$ cat src/rtl/ip_header_tx.sv
// IPv4 header generator for the UDP TX path: latches addresses/length on start,
// accumulates the header checksum over five cycles, then streams 20 bytes MSB-first.
module ip_header_tx #(
  parameter logic [7:0]  TOS      = 8'h00,
  parameter logic [7:0]  TTL      = 8'hFF,
  parameter logic [7:0]  IP_PROTO = 8'h11,
  parameter logic [15:0] ID_INIT  = 16'h0000
) (
  input  logic        aclk,
  input  logic        aresetn,
  input  logic        start,
  input  logic [15:0] payload_len,
  input  logic [31:0] ip_s_addr,
  input  logic [31:0] ip_d_addr,
  output logic [7:0]  data_out,
  output logic        data_valid,
  input  logic        data_ready,
  output logic        busy,
  output logic        ip_header_done
);

  typedef enum logic [1:0] {IDLE, CALC, FOLD, SEND} state_t;

  state_t      state_q, state_d;
  logic [2:0]  stage_q, stage_d;
  logic [4:0]  idx_q, idx_d;
  logic [19:0] acc_q, acc_d;
  logic [15:0] total_len_q, total_len_d;
  logic [15:0] id_q, id_d;
  logic [31:0] s_addr_q, s_addr_d;
  logic [31:0] d_addr_q, d_addr_d;
  logic [15:0] csum_q, csum_d;
  logic        done_q, done_d;

  logic [16:0] fold_s1;
  logic [15:0] fold_s2;
  logic [7:0]  byte_mux;

  // Two-step end-around carry: the 4 overflow bits first, then the possible 17th bit.
  assign fold_s1 = {1'b0, acc_q[15:0]} + {13'd0, acc_q[19:16]};
  assign fold_s2 = fold_s1[15:0] + {15'd0, fold_s1[16]};

  always_ff @(posedge aclk or negedge aresetn) begin
    if (!aresetn) begin
      state_q     <= IDLE;
      stage_q     <= 3'd0;
      idx_q       <= 5'd0;
      acc_q       <= 20'd0;
      total_len_q <= 16'd0;
      id_q        <= ID_INIT;
      s_addr_q    <= 32'd0;
      d_addr_q    <= 32'd0;
      csum_q      <= 16'd0;
      done_q      <= 1'b0;
    end else begin
      state_q     <= state_d;
      stage_q     <= stage_d;
      idx_q       <= idx_d;
      acc_q       <= acc_d;
      total_len_q <= total_len_d;
      id_q        <= id_d;
      s_addr_q    <= s_addr_d;
      d_addr_q    <= d_addr_d;
      csum_q      <= csum_d;
      done_q      <= done_d;
    end
  end

  always_comb begin
    state_d     = state_q;
    stage_d     = stage_q;
    idx_d       = idx_q;
    acc_d       = acc_q;
    total_len_d = total_len_q;
    id_d        = id_q;
    s_addr_d    = s_addr_q;
    d_addr_d    = d_addr_q;
    csum_d      = csum_q;
    done_d      = 1'b0;
    case (state_q)
      IDLE: begin
        if (start) begin
          total_len_d = payload_len + 16'd20;
          s_addr_d    = ip_s_addr;
          d_addr_d    = ip_d_addr;
          stage_d     = 3'd0;
          acc_d       = 20'd0;
          state_d     = CALC;
        end
      end
      CALC: begin
        case (stage_q)
          3'd0:    acc_d = 20'h04500 + {4'd0, total_len_q};
          3'd1:    acc_d = acc_q + {4'd0, id_q};
          3'd2:    acc_d = acc_q + {4'd0, TTL, IP_PROTO};
          3'd3:    acc_d = acc_q + {4'd0, s_addr_q[31:16]} + {4'd0, s_addr_q[15:0]};
          default: acc_d = acc_q + {4'd0, d_addr_q[31:16]} + {4'd0, d_addr_q[15:0]};
        endcase
        stage_d = stage_q + 3'd1;
        if (stage_q == 3'd4) state_d = FOLD;
      end
      FOLD: begin
        csum_d  = ~fold_s2;
        idx_d   = 5'd0;
        state_d = SEND;
      end
      SEND: begin
        if (data_ready) begin
          if (idx_q == 5'd19) begin
            state_d = IDLE;
            done_d  = 1'b1;
            id_d    = id_q + 16'd1;
          end else begin
            idx_d = idx_q + 5'd1;
          end
        end
      end
      default: state_d = IDLE;
    endcase
  end

  always_comb begin
    byte_mux = 8'h00;
    case (idx_q)
      5'd0:  byte_mux = 8'h45;
      5'd1:  byte_mux = TOS;
      5'd2:  byte_mux = total_len_q[15:8];
      5'd3:  byte_mux = total_len_q[7:0];
      5'd4:  byte_mux = id_q[15:8];
      5'd5:  byte_mux = id_q[7:0];
      5'd8:  byte_mux = TTL;
      5'd9:  byte_mux = IP_PROTO;
      5'd10: byte_mux = csum_q[15:8];
      5'd11: byte_mux = csum_q[7:0];
      5'd12: byte_mux = s_addr_q[31:24];
      5'd13: byte_mux = s_addr_q[23:16];
      5'd14: byte_mux = s_addr_q[15:8];
      5'd15: byte_mux = s_addr_q[7:0];
      5'd16: byte_mux = d_addr_q[31:24];
      5'd17: byte_mux = d_addr_q[23:16];
      5'd18: byte_mux = d_addr_q[15:8];
      5'd19: byte_mux = d_addr_q[7:0];
      default: byte_mux = 8'h00;
    endcase
  end

  assign data_valid     = (state_q == SEND);
  assign data_out       = data_valid ? byte_mux : 8'h00;
  assign busy           = (state_q != IDLE);
  assign ip_header_done = done_q;

endmodule

$ cat config.mk
export PLATFORM = sky130hd
export DESIGN_NAME = ip_header_tx
export DESIGN_NICKNAME = d
export VERILOG_FILES = /design/src/rtl/ip_header_tx.sv
export SDC_FILE = /design/constraint.sdc
export NUM_CORES = 1
export LEC_CHECK = 0
export CAP_MARGIN = 15
export CORE_MARGIN = 3
export CORE_UTILIZATION = 25
export CTS_BUF_LIST = sky130_fd_sc_hd__clkbuf_8
export DETAILED_ROUTE_END_ITERATION = 8
export PLACE_DENSITY = 0.38
export SLEW_MARGIN = 25
export SYNTH_ARGS = -nofsm -noshare
export SYNTH_HDL_FRONTEND = slang
export SYNTH_SLANG_ARGS = --single-unit
$ cat constraint.sdc
create_clock -name aclk -period 4.2 [get_ports aclk]
set_input_delay 1.05 -clock aclk [delete_from_list [all_inputs] [get_ports aclk]]
set_output_delay 1.05 -clock aclk [all_outputs]
set_load 0.03 [all_outputs]
==> impl_metrics.tcl, run 1 <==
set metrics [dict create \
    fin_nets 1443 \
    synth_flop_cell "dfrtp_1" \
    drv_cap 0 \
    first_iter_violations 761 \
    power.share.switching_pct 51.9 \
    hp-class "input port to asynchronous set/reset pin" \
    powerDensity_nw_per_um2 972 \
    synth-edff-count 0 \
    cts_setup_buffers 0 \
    overflow 0 \
    yosys_warnings 0 \
    p_int_uw 6160 \
    yosysSeqAreaShare_pct 32.6 \
    synth-seq-cells 143 \
    hpwl_mm 36.1 \
    combPwrFrac_pct 66.3 \
    arrival_ns 2.99 \
    rsz0062_at_grt "no" \
    gp_congestion 0.906 \
    critPathLaunchType "register" \
    worst_hold_slack_ns 0.504 \
    grt_pass1_wl_mm 66.5 \
    skew_ns 0.0212 \
    grt_pass1_vias 9733 \
    tns_ns 0 \
    setup.worst_path.end_class "output pin" \
    initial_core_util_pct 25.4 \
    drt_wl_total_mm 44.5 \
    clk_transition_reported_paths_ns 0.08 \
    netlist_area_sq_um 11000 \
    core_area_sq_um 43300 \
    antenna_cells 0 \
    die_width_um 216 \
    instances_no_fill 1850 \
    drv_slew 0 \
    rr_startpoint "acc_q[1]" \
    pwr-share-clk_pct 9.5 \
    antenna_left 0 \
    area_growth_pct 20.2 \
    cts_sinks 143 \
    fin_crit_ns 4.04 \
    cts_htree_levels 4 \
    dieArea_sq_um 46500 \
    async_flop_share_pct 100 \
    via_per_inst 5.22 \
    drive_gt1_share_pct 13.4 \
    synthDistinctLibCells 73 \
    ios 95 \
    die_h_um 216 \
    insertion_delay_ns 0.51 \
    outcome "finished clean" \
    rrSetupSlack_ns 0.28 \
    antenna_found_initial 2 \
    cellLeakagePower_uw 0.00548 \
    worstSetupPathType "register to output pin" \
    syn-num-nets 1336 \
    cts_tree "built" \
    cts_hold_buffers 0 \
    num_vias 9648 \
    fmax_ghz 0.248 \
    r2r_end "acc_q[17]" \
    power_frac_seq_pct 24.2 \
    finalSetupViolations 0 \
    grt_max_degree 58 \
    fp-row-count 76 \
    clock_path_buffers 2 \
    cp_max_fo 14 \
    place_inst 1818 \
    worstMarginPinSlew_ns 0.911 \
    synth_cells 1145 \
    drt-pass1-iter-count 6 \
    io_buffers 94 \
    numCtsBuffers 17 \
    hold_viol 0 \
    drc_errors 0 \
    power.switching_uw 6660 \
    required_ns 3.15 \
    avgSynthCellArea_sq_um 9.59 \
    wl_per_cell_um 24.1 \
    cts-root-buf "clkbuf_8" \
    period_share_pct 96.2 \
    slew_headroom_pct 39.3 \
    grt_use_total_pct 19.4 \
    ff2ff_path_depth 11 \
    irDropWorstVdd_v 0.000415 \
]
-- metal layers --
metal  GRT usage (%)  share of wire (%)
met5               0                  0
met4            5.11                2.2
met3            3.55                5.2
met2            31.4                 47
met1            26.7                 46
-- cell usage in the layout (no fill, tap or decap), types with 34 or more instances in the layout --
master / synthesis / routed
a21oi_1: 63 / 63
buf_4: 1 / 46
clkdlybuf4s50_1: 0 / 85
dfrtp_1: 143 / 143
fa_1: 36 / 36
ha_1: 71 / 70
inv_1: 34 / 34
mux2_2: 73 / 73
nand2_1: 92 / 91
nor2_1: 67 / 66
o21ai_0: 72 / 72
xnor2_1: 49 / 49
xor2_1: 36 / 36
-- cell families after synthesis --
logic type | Yosys count | share of synthesized area [%]
flip-flops | 143 | 32.6
XOR/XNOR | 85 | 6.78
AO/OA/AOI/OAI | 336 | 21.0
buffers and inverters | 79 | 2.78
adder cells (fa/ha/maj) | 108 | 14.8
multiplexers | 76 | 7.76
AND/OR/NAND/NOR | 318 | 14.3
-- metrics by stage --
stage / setup slack, ns / util (%) / total power [uW] / area [sq um]
finish: 0.162 / 30.5 / 12800 / 13200
CTS: 0.108 / 30.5 / 12900 / 13200
floorplan: 0.742 / - / 8590 / 11000
global placement: 0.410 / 29.5 / 11600 / 12800
global route: 0.0108 / 30.5 / 14000 / 13200
detailed placement: 0.338 / 29.5 / 11600 / 12800
-- power by group through the flow --
stage	combinational, uW	sequential, uW	clock (uW)
2_1_floorplan	6100	2480	0
3_3_place_gp	8480	3140	0
3_5_place_dp	8460	3150	0
4_1_cts	8510	3120	1270
5_1_grt	9480	3180	1320
6_report	8500	3110	1210
-- worst max-delay path by stage --
stage,from,endpoint,slack [ns],depth (start not counted)
after floorplan,idx_q[2],data_out[0],0.74,7
after global placement,acc_q[1],acc_q[17],0.41,11
after detailed placement,acc_q[1],acc_q[17],0.34,11
after CTS,idx_q[0],data_out[4],0.11,8
after global routing,idx_q[0],data_out[7],0.01,8
final,idx_q[2],data_out[3],0.16,5
-- registers in the layout, summed over array words and instances (netlist names), 3 cells and up --
name / flops
acc_q: 20
csum_q: 16
d_addr_q: 32
id_q: 16
idx_q: 5
s_addr_q: 32
stage_q: 3
total_len_q: 16
-- worst max-delay path, stage by stage (launching register included) --
cell and delay (ns):
dfrtp_1 0.65, nor2_1 0.15, and3_1 0.38, a222oi_1 0.89, a21oi_1 0.19, buf_4 0.23
-- area by class of cell --
type	count	area, sq um
Multi-Input combinational cell	923	7120
Tap cell	585	732
Inverter	34	128
Clock inverter	13	150
Sequential cell	143	3580
Timing Repair Buffer	133	1230
Fill cell	4555	30100
Clock buffer	19	262
-- timing repair --
action,CTS,global route
hold endpoints to repair,0,0
resized for setup,0,4
endpoints found under the setup margin,0,2
-- Yosys cell counts (26+ instances only) --
cell      instances  share of area [%]
o21ai_0          72                3.3
nor3_1           26                1.2
xor2_1           36                2.9
nand3_1          27                1.2
inv_1            34                1.2
dfrtp_1         143                 33
ha_1             71                8.1
fa_1             36                6.6
nor2_1           67                2.3
clkbuf_1         36                1.2
nand2_1          92                3.1
a21oi_1          63                2.9
mux2_2           73                7.5
xnor2_1          49                3.9
No activity file was read; power rests on OpenSTA's default activity.
==> run 2: changes to the inputs <==
--- a/config.mk
+++ b/config.mk
@@ -10,6 +10,7 @@
 export CORE_UTILIZATION = 25
 export CTS_BUF_LIST = sky130_fd_sc_hd__clkbuf_8
 export DETAILED_ROUTE_END_ITERATION = 8
+export GPL_ROUTABILITY_DRIVEN = 1
 export PLACE_DENSITY = 0.38
 export SLEW_MARGIN = 25
 export SYNTH_ARGS = -nofsm -noshare
==> results of run 2 <==
No change in the layout: final DEF, timing and power equal those of run 1.
